$ cat src/rtl/cla_pkg.sv
// Shared types and constants for the nibble-serial carry-lookahead adder.
package cla_pkg;

    localparam int NIB_W = 4;

    typedef enum logic [1:0] {
        IDLE = 2'd0,
        RUN  = 2'd1,
        DONE = 2'd2
    } state_e;

    // Nibble index width; a single-nibble adder still needs a one-bit index.
    function automatic int idx_width(input int nibs);
        return (nibs > 1) ? $clog2(nibs) : 1;
    endfunction

endpackage

$ cat src/rtl/cla_serial_adder16_if.sv
// Operand/result handshake bundle between a producer/consumer and the serial adder.
interface cla_serial_adder16_if #(
    parameter int WIDTH = 16
);
    logic             in_valid;
    logic             in_ready;
    logic [WIDTH-1:0] a;
    logic [WIDTH-1:0] b;
    logic             cin;
    logic             out_valid;
    logic             out_ready;
    logic [WIDTH-1:0] sum;
    logic             cout;

    modport master (
        output in_valid, a, b, cin, out_ready,
        input  in_ready, out_valid, sum, cout
    );

    modport slave (
        input  in_valid, a, b, cin, out_ready,
        output in_ready, out_valid, sum, cout
    );
endinterface

$ cat src/rtl/cla.sv
// 4-bit carry-lookahead adder: all carries formed directly from generate/propagate terms.
module cla (
    input  logic [3:0] a,
    input  logic [3:0] b,
    input  logic       cin,
    output logic [3:0] sum,
    output logic       cout
);

    logic [3:0] g;
    logic [3:0] p;
    logic [3:1] c;

    always_comb begin
        g    = a & b;
        p    = a ^ b;
        c[1] = g[0] | (p[0] & cin);
        c[2] = g[1] | (p[1] & g[0]) | (p[1] & p[0] & cin);
        c[3] = g[2] | (p[2] & g[1]) | (p[2] & p[1] & g[0])
             | (p[2] & p[1] & p[0] & cin);
        cout = g[3] | (p[3] & g[2]) | (p[3] & p[2] & g[1])
             | (p[3] & p[2] & p[1] & g[0]) | (p[3] & p[2] & p[1] & p[0] & cin);
        sum  = p ^ {c[3:1], cin};
    end

endmodule

$ cat src/rtl/cla_serial_adder16.sv
// Nibble-serial adder: one shared 4-bit CLA walks the operands LSB-first, one nibble per cycle,
// with a carry register linking the steps.
module cla_serial_adder16
    import cla_pkg::*;
#(
    parameter int WIDTH = 16
) (
    input  logic                  clk,
    input  logic                  rst_n,
    cla_serial_adder16_if.slave   bus
);

    localparam int NIBS  = WIDTH / NIB_W;
    localparam int IDX_W = idx_width(NIBS);
    localparam logic [IDX_W-1:0] LAST_IDX = IDX_W'(NIBS - 1);

    state_e           state_q, state_d;
    logic [IDX_W-1:0] idx_q, idx_d;
    logic [WIDTH-1:0] a_q, a_d;
    logic [WIDTH-1:0] b_q, b_d;
    logic [WIDTH-1:0] sum_q, sum_d;
    logic             carry_q, carry_d;
    logic [WIDTH-1:0] out_sum_q, out_sum_d;
    logic             out_cout_q, out_cout_d;

    logic [NIB_W-1:0] nib_a;
    logic [NIB_W-1:0] nib_b;
    logic [NIB_W-1:0] nib_sum;
    logic             nib_cout;

    always_comb begin
        nib_a = '0;
        nib_b = '0;
        for (int i = 0; i < NIBS; i++) begin
            if (idx_q == IDX_W'(i)) begin
                nib_a = a_q[i*NIB_W +: NIB_W];
                nib_b = b_q[i*NIB_W +: NIB_W];
            end
        end
    end

    cla u_cla (
        .a    (nib_a),
        .b    (nib_b),
        .cin  (carry_q),
        .sum  (nib_sum),
        .cout (nib_cout)
    );

    // Output registers load only when the result completes, so sum/cout
    // keep the previous result while the working sum register is rebuilt.
    always_comb begin
        state_d    = state_q;
        idx_d      = idx_q;
        a_d        = a_q;
        b_d        = b_q;
        sum_d      = sum_q;
        carry_d    = carry_q;
        out_sum_d  = out_sum_q;
        out_cout_d = out_cout_q;

        case (state_q)
            IDLE: begin
                if (bus.in_valid) begin
                    a_d     = bus.a;
                    b_d     = bus.b;
                    carry_d = bus.cin;
                    idx_d   = '0;
                    state_d = RUN;
                end
            end
            RUN: begin
                for (int i = 0; i < NIBS; i++) begin
                    if (idx_q == IDX_W'(i)) begin
                        sum_d[i*NIB_W +: NIB_W] = nib_sum;
                    end
                end
                carry_d = nib_cout;
                if (idx_q == LAST_IDX) begin
                    out_sum_d  = sum_d;
                    out_cout_d = nib_cout;
                    state_d    = DONE;
                end else begin
                    idx_d = idx_q + IDX_W'(1);
                end
            end
            DONE: begin
                if (bus.out_ready) begin
                    state_d = IDLE;
                end
            end
            default: begin
                state_d = IDLE;
                idx_d   = '0;
            end
        endcase
    end

    always_ff @(posedge clk or negedge rst_n) begin
        if (!rst_n) begin
            state_q    <= IDLE;
            idx_q      <= '0;
            a_q        <= '0;
            b_q        <= '0;
            sum_q      <= '0;
            carry_q    <= 1'b0;
            out_sum_q  <= '0;
            out_cout_q <= 1'b0;
        end else begin
            state_q    <= state_d;
            idx_q      <= idx_d;
            a_q        <= a_d;
            b_q        <= b_d;
            sum_q      <= sum_d;
            carry_q    <= carry_d;
            out_sum_q  <= out_sum_d;
            out_cout_q <= out_cout_d;
        end
    end

    assign bus.in_ready  = (state_q == IDLE);
    assign bus.out_valid = (state_q == DONE);
    assign bus.sum       = out_sum_q;
    assign bus.cout      = out_cout_q;

endmodule

$ cat src/flat_wrapper.sv
// flat-port wrapper written by rule: the top's interface ports become plain ports
module cla_serial_adder16_flat import cla_pkg::*;
#(
    parameter int WIDTH = 16
)
  (clk, rst_n, bus_in_valid, bus_a, bus_b, bus_cin, bus_out_ready, bus_in_ready, bus_out_valid, bus_sum, bus_cout);
  cla_serial_adder16_if #(.WIDTH(WIDTH)) bus_i ();
  input  logic clk;
  input  logic rst_n;
  input wire logic [$bits(bus_i.in_valid)-1:0] bus_in_valid;
  input wire logic [$bits(bus_i.a)-1:0] bus_a;
  input wire logic [$bits(bus_i.b)-1:0] bus_b;
  input wire logic [$bits(bus_i.cin)-1:0] bus_cin;
  input wire logic [$bits(bus_i.out_ready)-1:0] bus_out_ready;
  output wire logic [$bits(bus_i.in_ready)-1:0] bus_in_ready;
  output wire logic [$bits(bus_i.out_valid)-1:0] bus_out_valid;
  output wire logic [$bits(bus_i.sum)-1:0] bus_sum;
  output wire logic [$bits(bus_i.cout)-1:0] bus_cout;
  assign bus_i.in_valid = bus_in_valid;
  assign bus_i.a = bus_a;
  assign bus_i.b = bus_b;
  assign bus_i.cin = bus_cin;
  assign bus_i.out_ready = bus_out_ready;
  assign bus_in_ready = bus_i.in_ready;
  assign bus_out_valid = bus_i.out_valid;
  assign bus_sum = bus_i.sum;
  assign bus_cout = bus_i.cout;
  cla_serial_adder16 #(.WIDTH(WIDTH)) u_core (.clk(clk), .rst_n(rst_n), .bus(bus_i));
endmodule
$ cat config.mk
export PLATFORM = sky130hd
export DESIGN_NAME = cla_serial_adder16_flat
export DESIGN_NICKNAME = d
export VERILOG_FILES = /design/src/rtl/cla_pkg.sv /design/src/rtl/cla_serial_adder16_if.sv /design/src/rtl/cla.sv /design/src/rtl/cla_serial_adder16.sv /design/src/flat_wrapper.sv
export SDC_FILE = /design/constraint.sdc
export NUM_CORES = 1
export LEC_CHECK = 0
export ABC_AREA = 1
export CORE_MARGIN = 5
export CORE_UTILIZATION = 40
export CTS_BUF_LIST = sky130_fd_sc_hd__clkbuf_8
export DETAILED_ROUTE_END_ITERATION = 8
export GPL_TIMING_DRIVEN = 0
export PLACE_DENSITY = 0.64
export RECOVER_POWER = 100
export SLEW_MARGIN = 20
export SYNTH_ARGS = -nofsm -noshare
export SYNTH_HDL_FRONTEND = slang
export SYNTH_SLANG_ARGS = --single-unit
export TNS_END_PERCENT = 5
$ cat constraint.sdc
create_clock -name clk -period 4.6 [get_ports clk]
set_clock_uncertainty 0.15 [all_clocks]
set_input_delay 0.92 -clock clk [delete_from_list [all_inputs] [get_ports clk]]
set_output_delay 0.92 -clock clk [all_outputs]
set_load 0.02 [all_outputs]
# Yosys cells after proc, flatten, opt, wreduce, memory -nomap -nowiden
# Index checks and enable logic that the tools add are counted.
[totals] input_bits=37 ff_bits=70 wordCells=77
[op_classes] n_bitwise=30 n_reduce_logical=8 n_eq_ne=9 n_mux=21 n_addsub=1
[ops] operator="$mux W4" n=12
[ops] operator="$and A1 B1 Y1" n=16
[ops] operator="$pmux W2 S3" n=2
[ops] operator="$mux W2" n=5
[ops] operator="$or A1 B1 Y1" n=10
[ops] operator="$xor A4 B4 Y4" n=2
[ops] operator="$eq A2 B2 Y1 const B" n=3
[ops] operator="$ne A2 B2 Y1 const B" n=3
[ops] operator="$reduce_and A2 Y1" n=3
[ops] operator="$reduce_and A3 Y1" n=2
[ops] operator="$and A4 B4 Y4" n=1
[ops] operator="$eq A2 B1 Y1 const B" n=2
[ops] operator="$logic_not A2 Y1" n=2
[ops] operator="$add A2 B1 Y2 const B" n=1
[ops] operator="$ne A2 B1 Y1 const B" n=1
[ops] operator="$pmux W1 S2" n=1
[ops] operator="$reduce_bool A2 Y1" n=1
[ops] operator="$mux W1" n=1
[ops] operator="$not A1 Y1" n=1

# Depth between registers and ports, before layout
# Gate-level depths: netlist (run 1).
[logic_depth] word_depth=12 ltp_mapped=17

# Cells and area by module
# From an unflattened synthesis (run 1), not the netlist that was laid out.
[hier_totals] cells_unflattened=426 hier_area_um2=3266.9
[modules_own_cells] mod="cla_serial_adder16" n_inst=1 seq_area_each_um2=1651.6 area_each_um2=3078.0 cells_per_inst=395
[modules_own_cells] mod="cla" n_inst=1 seq_area_each_um2=0.0 area_each_um2=188.9 cells_per_inst=31

# Worst setup path before layout (run 1)
# No wires, ideal clock.
[synth_path] kind="reg2reg" start="register u_core.idx_q[0]" end="register u_core.out_sum_q[3], in the netlist u_core.bus.sum[3]" t_arrival_ns=2.297 slack_ns=2.035 setup_time_ns=0.117 period_less_slack_ns=2.565 path_stages_with_launch=17 cell_sequence="dfrtp_1 inv_1 ha_1 buf_2 inv_1 buf_2 nand2_1 o211ai_1 nand2_1 ha_1 or2_2 nand2_1 nand2_1 nand2_1 nand3_1 nand3_1 nand2_1"
[synth_via] elab_chain_len=12 elab_cells_between_ends=25 classes_between="eq/ne: 3; mux: 9; bitwise: 11; reduce/logical: 2"
[synth_lines] item="start: declaration" line="cla_serial_adder16.sv:18" text="logic [IDX_W-1:0] idx_q, idx_d;"
[synth_lines] item="start signal: assignment" line="cla_serial_adder16.sv:111" text="idx_q <= idx_d;"
[synth_lines] item="$logic_not A2 Y1" line="cla_serial_adder16.sv:35, cla_serial_adder16.sv:74"
[synth_lines] item="$mux W4 (4 in a row)" line="cla_serial_adder16.sv:35" text="if (idx_q == IDX_W'(i)) begin"
[synth_lines] item="$xor A4 B4 Y4 or $and A4 B4 Y4 (tied branches)" line="cla.sv:16, cla.sv:15"
[synth_lines] item="$and A1 B1 Y1 (on tied branches)" line="cla.sv:19, cla.sv:20"
[synth_lines] item="$or A1 B1 Y1, or another cell as far along" line="cla.sv:19" text="c[3] = g[2] | (p[2] & g[1]) | (p[2] & p[1] & g[0])"
[synth_lines] item="$or A1 B1 Y1 or $and A1 B1 Y1 (tied branches)" line="cla.sv:19, cla.sv:20"
[synth_lines] item="$or A1 B1 Y1" line="cla.sv:20" text="| (p[2] & p[1] & p[0] & cin);"
[synth_lines] item="$xor A4 B4 Y4" line="cla.sv:23" text="sum = p ^ {c[3:1], cin};"
[synth_lines] item="$mux W4" line="cla_serial_adder16.sv:74" text="if (idx_q == IDX_W'(i)) begin"
[synth_lines] item="end signal: assignment" line="cla_serial_adder16.sv:116" text="out_sum_q <= out_sum_d;"
[synth_lines] item="end: declaration" line="cla_serial_adder16.sv:23" text="logic [WIDTH-1:0] out_sum_q, out_sum_d;"
# Parallel ways exist; a longest one is shown, timed or not.
# A chain may end at the register's enable or synchronous reset.

# Worst setup path after layout (run 1)
[layout_path] start="register u_core.idx_q[0]" end="register u_core.sum_q[1]"
[layout_via] elab_chain_len=10 elab_cells_between_ends=18 classes_between="eq/ne: 3; mux: 9; bitwise: 5; reduce/logical: 1"
[layout_lines] item="$logic_not A2 Y1" line="cla_serial_adder16.sv:35, cla_serial_adder16.sv:74"
[layout_lines] item="$mux W4 (4 in a row)" line="cla_serial_adder16.sv:35"
[layout_lines] item="$xor A4 B4 Y4" line="cla.sv:16" text="p = a ^ b;"
[layout_lines] item="$and A1 B1 Y1" line="cla.sv:17" text="c[1] = g[0] | (p[0] & cin);"
[layout_lines] item="$or A1 B1 Y1" line="cla.sv:17"
[layout_lines] item="$xor A4 B4 Y4" line="cla.sv:23"
[layout_lines] item="$mux W4 *" line="cla_serial_adder16.sv:74"
[layout_lines] item="end signal: assignment" line="cla_serial_adder16.sv:114" text="sum_q <= sum_d;"
[layout_lines] item="end: declaration" line="cla_serial_adder16.sv:21" text="logic [WIDTH-1:0] sum_q, sum_d;"
# Every way passes the cells marked *; elsewhere a longest branch is shown, timed or not.

==> impl_metrics.csv, run 1 <==
group,metric,value,unit
clocking,clockBufferDepth,2,
clocking,cts_hold_buf,0,
timing,rsz0062_at_grt,"false",
clocking,cts_tree,"built",
route,drt_pass1_iterations,4,
layout,drive_above_1_share,0.0948,
floorplanning,initial_core_util,0.415,
pwr,powerDensity,789,nW/µm²
worst_hold_path,whs_path_depth,2,
route,via_count,2429,
floorplanning,die_h,100,µm
timing,finalHoldViolCount,0,
yosys,synth_edf_count,0,
timing,relSlewSlack,0.517,
worst_setup_path,worstRegToRegCells,16,
route,drtIter0Drc,97,
worst_setup_path,r2r_start,"u_core.idx_q[0]",
grt,track_usage,0.149,
yosys,synthSimpleGateAreaFrac,0.194,
layout,final_nets,443,
route,drtAntennaViolNets,0,
floorplanning,dieWidth,100,µm
route,drcViolationCount,0,
layout,syn2layout_area_growth,24.0,%
grt,grt_pass1_vias,2538,
clocking,h-tree-depth,3,
grt,grt_max_degree,56,
layout,antenna_cells,0,
yosys,synth.avg_cell_area,9.83,µm²
timing,drv_slew,0,
status,outcome,"completed",
floorplanning,fp.dieArea,10000,µm²
floorplanning,num_io_pins,56,
timing,period_needed,3.38,ns
placed_design,io_buffer_count,55,
yosys,synthAdderAreaFrac,0.0370,
clocking,clk_latency,0.34,ns
floorplanning,rows,32,
worst_hold_path,hold_end,"u_core.bus.sum[8]",
yosys,postSynthCellCount,330,
timing,period_share,0.734,
worst_setup_path,endpoint_kind,"flip-flop",
grt,grt_antenna_before_repair,0,
timing,setup_viol,0,
pwr,vdd_drop_max,359,µV
yosys,synth_top_family_by_area,"simple AND/OR/NAND/NOR gates",
clocking,cts_buffers,9,
timing,tightest_slew,0.724,ns
clocking,cts-root-buf,"clkbuf_8",
layout,multi_input_area,1310,µm²
route,wirelength,6940,µm
clocking,clk_pin_slew,0.07,ns
yosys,synth_nets,376,
yosys,synthXorXnorAreaFrac,0,
route,wl_per_cell,13.8,µm
run,max_cap_violations,0,
worst_setup_path,reg2reg_slack,1.22,ns
yosys,synthArstFlopShare,1.00,
yosys,synth_ff_type,"dfrtp_1",
grt,overflow,0,
worst_hold_path,hold_path_startpoint,"u_core.bus.sum[8]",
worst_setup_path,worstPathMaxFanout,8,
worst_setup_path,crit_type,"reg -> reg",
layout,most-common-layout-cells,"nand2_1, dfrtp_1, clkdlybuf4s50_1",
yosys,ys_seq_area_frac,0.509,
worst_hold_path,hold_path_class,"reg -> reg",
timing,fmax,296,MHz
layout,fillers,770,
yosys,synth.cell_area,3240,µm²
worst_setup_path,r2r_end,"u_core.sum_q[1]",
yosys,synth_compound_area_frac,0.0718,
placed_design,hpwl,5120,µm
clocking,clkSinkCount,66,
worst_setup_path,cp-start-kind,"flip-flop",
clocking,cts-resized-gates,0,
layout,final_common_cell,"nand2_1",
yosys,yosysWarningCount,0,
worst_setup_path,crit_arrival,3.49,ns
floorplanning,fp.coreArea,7810,µm²
grt,grt_pass1_wl,11800,µm
timing,whs,0.321,ns
yosys,synth_mux_area_frac,0.131,
yosys,yosysUniqueCellTypes,23,
worst_setup_path,cp.required,4.71,ns
layout,seq_area,1650,µm²
placed_design,place.gp.congestion,0.798,
yosys,ys_seq_elements,66,
timing,setup_tns,0,ns
clocking,post_cts_buffers,0,
route,via_per_inst,4.83,
pwr,leakagePower,0.00197,µW
[flip-flops by register name (all words and copies together) (netlist names)]
name,cells
u_core.a_q,16
u_core.bus.cout,1
u_core.carry_q,1
u_core.sum_q,12
u_core.b_q,16
u_core.bus.sum,16
u_core.idx_q,2
u_core.state_q,2
[final cells by class]
cell class                      instances  area share
Sequential cell                        66       0.411
Multi-Input combinational cell        227       0.324
Timing Repair Buffer                   56       0.142
Clock buffer                           12      0.0411
Tap cell                              102      0.0317
Inverter                               25      0.0233
Buffer                                 12      0.0171
Clock inverter                          3     0.00964
[power by group]
group	internal (µW)	switching, µW	total [µW]
Clock	289	213	502
Combinational	669	989	1660
Sequential	866	147	1010
Total	1820	1350	3170
[kinds of logic (layout without fill, tap and decap cells)]
family          Yosys count  after routing
compound gates           41             41
fa+ha+maj                 9              9
buf+inv                  37            108
flops                    66             66
mux                      30             30
simple gates            147            147
[metrics by stage]
step | std cells | total power, µW | utilization | cell area (µm²) | worst slack (ns)
2_1_floorplan | 330 | 2320 | - | 3240 | 2.04
6_report | 503 | 3170 | 0.515 | 4020 | 1.22
4_1_cts | 503 | 3370 | 0.532 | 4150 | 1.52
3_3_place_gp | 487 | 2800 | 0.502 | 3920 | 0.238
5_1_grt | 503 | 3490 | 0.515 | 4020 | 0.874
3_5_place_dp | 488 | 2850 | 0.505 | 3950 | 1.54
[cells in the mapped netlist, types with 5 or more instances]
master,number,share of area
a21oi_1,7,0.011
or2_2,5,0.0096
nand3_1,22,0.034
o21ai_0,23,0.035
dfrtp_1,66,0.51
o211ai_1,5,0.012
ha_1,8,0.031
nor2_1,5,0.0058
inv_1,24,0.028
mux2_2,7,0.024
mux2_4,23,0.11
a22oi_1,6,0.014
nand2_1,108,0.13
[how the worst max path moves through the flow]
stage | start | endpoint | slack (ns) | cells past startpoint
final | u_core.idx_q[0] | u_core.sum_q[1] | 1.22 | 16
after global routing | u_core.idx_q[0] | u_core.sum_q[5] | 0.87 | 16
after CTS | u_core.idx_q[0] | u_core.sum_q[1] | 1.52 | 16
after detailed placement | u_core.idx_q[0] | u_core.sum_q[1] | 1.54 | 16
after global placement | rst_n | u_core.a_q[14] | 0.24 | 1
after floorplan | u_core.idx_q[0] | u_core.bus.sum[3] | 2.04 | 16
[worst max-delay path, stage by stage (launching register included)]
cell	delay, ns
dfrtp_1	0.43
inv_1	0.10
ha_1	0.29
inv_1	0.13
nor2_1	0.53
a22oi_1	0.14
nand2_1	0.09
nand2_1	0.05
nand2_1	0.08
inv_1	0.06
fa_1	0.43
or2_2	0.28
nand2_1	0.11
inv_1	0.09
nand2_1	0.06
o21ai_0	0.10
o21ai_0	0.18
[routing by layer]
metal	GRT usage	up-vias	share of wire	wire length, µm
met2	0.243	67	0.46	3200
met1	0.192	1133	0.47	3240
met4	0.0508	0	0.017	115
li1	-	1217	-	-
met5	0	-	0	0
met3	0.0396	12	0.055	381
Power figures use the tool's default switching activity.
==> run 2: changes to the inputs <==
- clock period: 4.6 -> 3.34 ns (I/O delays scaled with it)
==> run 2 against run 1 <==
- fmax is 11% higher
- setup slack got worse by 0.94 ns
- cell count increased by 0.40%
- core utilization unchanged
- via count increased by 0.74%
- clock-buffer cell count stayed put
- critical path depth is 1 higher
- first-iteration DRC count shrank 6.2%
- hold slack lost 0.17 ns
- critical path type unchanged
- highest routed layer unchanged
==> impl_metrics.csv, run 2 (synthesized netlist as in run 1, its figures left out) <==
group,metric,value,unit
status,outcome,"completed",
layout,fillers,770,
worst_setup_path,r2r_end,"u_core.bus.sum[11]",
placed_design,hpwl,5120,µm
clocking,clockBufferDepth,2,
layout,final_nets,445,
run,max_cap_violations,0,
timing,drv_slew,0,
grt,grt_pass1_wl,11800,µm
clocking,cts_tree,"built",
timing,setup_viol,0,
route,drtIter0Drc,91,
placed_design,io_buffer_count,55,
worst_setup_path,crit_top_cell,"nand2_1",
timing,rsz0062_at_grt,"false",
route,wl_per_cell,13.8,µm
route,via_per_inst,4.85,
worst_hold_path,hold_path_class,"in -> async",
worst_setup_path,crit_path_cell_trace,"inv_1 > ha_1 > inv_1 > nor2_4 > buf_4 > a22oi_1 > nand2_1 > o211ai_1 > nand2_1 > ha_1 > or2_2 > nand2_1 > nand2_1 > nand2_1 > nand3_1 > nand3_1 > nand2_1",
route,drt_pass1_iterations,4,
worst_setup_path,crit_type,"reg -> reg",
grt,grt_util_met1,0.192,
pwr,powerDensity,1100,nW/µm²
timing,period_share,0.914,
floorplanning,dieWidth,100,µm
timing,tightest_slew,1.38,ns
floorplanning,num_io_pins,56,
pwr,vdd_drop_max,494,µV
worst_setup_path,crit_arrival,3.14,ns
floorplanning,fp.dieArea,10000,µm²
floorplanning,die_h,100,µm
layout,syn2layout_area_growth,24.0,%
clocking,cts_buffers,9,
timing,relSlewSlack,0.0785,
worst_setup_path,worstRegToRegCells,17,
timing,fmax,327,MHz
route,drtAntennaViolNets,0,
worst_setup_path,cp.required,3.42,ns
worst_setup_path,endpoint_kind,"flip-flop",
route,wirelength,6980,µm
layout,most-common-layout-cells,"nand2_1, dfrtp_1, clkdlybuf4s50_1",
layout,drive_above_1_share,0.102,
clocking,cts_hold_buf,0,
pwr,leakagePower,0.00197,µW
grt,grt_pass1_vias,2538,
grt,overflow,0,
worst_setup_path,r2r_start,"u_core.idx_q[0]",
placed_design,place_area,3950,µm²
grt,grt_antenna_before_repair,0,
layout,final_common_cell,"nand2_1",
timing,setup_tns,0,ns
clocking,clk_pin_slew,0.07,ns
floorplanning,fp.coreArea,7810,µm²
floorplanning,initial_core_util,0.415,
clocking,h-tree-depth,3,
layout,antenna_cells,0,
worst_setup_path,slowest_delay,0.41,ns
grt,track_usage,0.149,
clocking,cts-root-buf,"clkbuf_8",
timing,finalHoldViolCount,0,
worst_setup_path,reg2reg_slack,0.29,ns
worst_setup_path,slowest_stage,"dfrtp_1",
layout,final_area,4020,µm²
grt,grt_max_degree,56,
grt,busiest_layer,"met2",
worst_setup_path,worstPathMaxFanout,6,
route,drcViolationCount,0,
clocking,clkSinkCount,66,
timing,period_needed,3.05,ns
grt,gr-usage-met3,0.0396,
clocking,clk_latency,0.34,ns
floorplanning,rows,32,
placed_design,place.gp.congestion,0.798,
route,via_count,2447,
worst_setup_path,cp-start-kind,"flip-flop",
grt,met2_usage,0.243,
[run 2: cell types whose count changed in the layout (fill, tap and decap cells not counted), sizes merged]
| cell | before | now |
|---|---|---|
| buf | 9 | 10 |
| clkbuf | 17 | 18 |
[run 2: critical path: cells and delay by family (launching register included)]
kind	cells	cell delay, ns
buffers and inverters	3	0.44
flip-flops	1	0.41
AO/OA/AOI/OAI	2	0.23
adder cells (fa/ha/maj)	2	0.62
AND/OR/NAND/NOR	10	1.08
[run 2: cell type report]
cell class	count	area [µm²]	share of cell area
Buffer	12	68.8	0.0171
Sequential cell	66	1650	0.411
Clock buffer	12	165	0.0411
Timing Repair Buffer	58	564	0.140
Tap cell	102	128	0.0317
Multi-Input combinational cell	227	1310	0.326
Inverter	25	93.8	0.0233
Clock inverter	3	38.8	0.00964
[run 2: worst max path at each step]
stage                          from            endpoint  depth (start not counted)
floorplan           u_core.idx_q[0]   u_core.bus.sum[3]                         16
global placement              rst_n      u_core.a_q[14]                          1
detailed placement  u_core.idx_q[0]     u_core.sum_q[1]                         16
CTS                 u_core.idx_q[0]     u_core.sum_q[1]                         16
global route        u_core.idx_q[0]   u_core.bus.sum[3]                         16
finish              u_core.idx_q[0]  u_core.bus.sum[11]                         17
[run 2: repair_timing]
| action | 4_1_cts | 5_1_grt |
|---|---|---|
| endpoints found under the setup margin | 0 | 2 |
| endpoints found under the hold margin | 0 | 0 |
| buffers inserted | 0 | 2 |
| resized for setup | 0 | 0 |
[run 2: metal layers]
metal / routed length (µm) / share of wire
met3: 361 / 0.052
met4: 115 / 0.016
met2: 3260 / 0.47
met5: 0 / 0
met1: 3240 / 0.46
[run 2: per-stage QoR]
| stage | setup WS [ns] | hold slack (ns) | power, µW | cells | utilization |
|---|---|---|---|---|---|
| after floorplan | 0.775 | 0.222 | 3190 | 330 | - |
| after global placement | -0.770 | 0.304 | 3850 | 487 | 0.502 |
| after detailed placement | 0.283 | 0.314 | 3920 | 488 | 0.505 |
| after CTS | 0.259 | 0.00528 | 4640 | 503 | 0.532 |
| after global routing | 0.00366 | 0.213 | 4840 | 505 | 0.515 |
| final | 0.286 | 0.147 | 4410 | 505 | 0.515 |
[run 2: where the power goes]
| group | leakage [µW] | switching (µW) | internal, µW |
|---|---|---|---|
| Clock | 0.000110 | 293 | 398 |
| Combinational | 0.00106 | 1380 | 943 |
| Sequential | 0.000804 | 203 | 1190 |
| Total | 0.00197 | 1870 | 2530 |
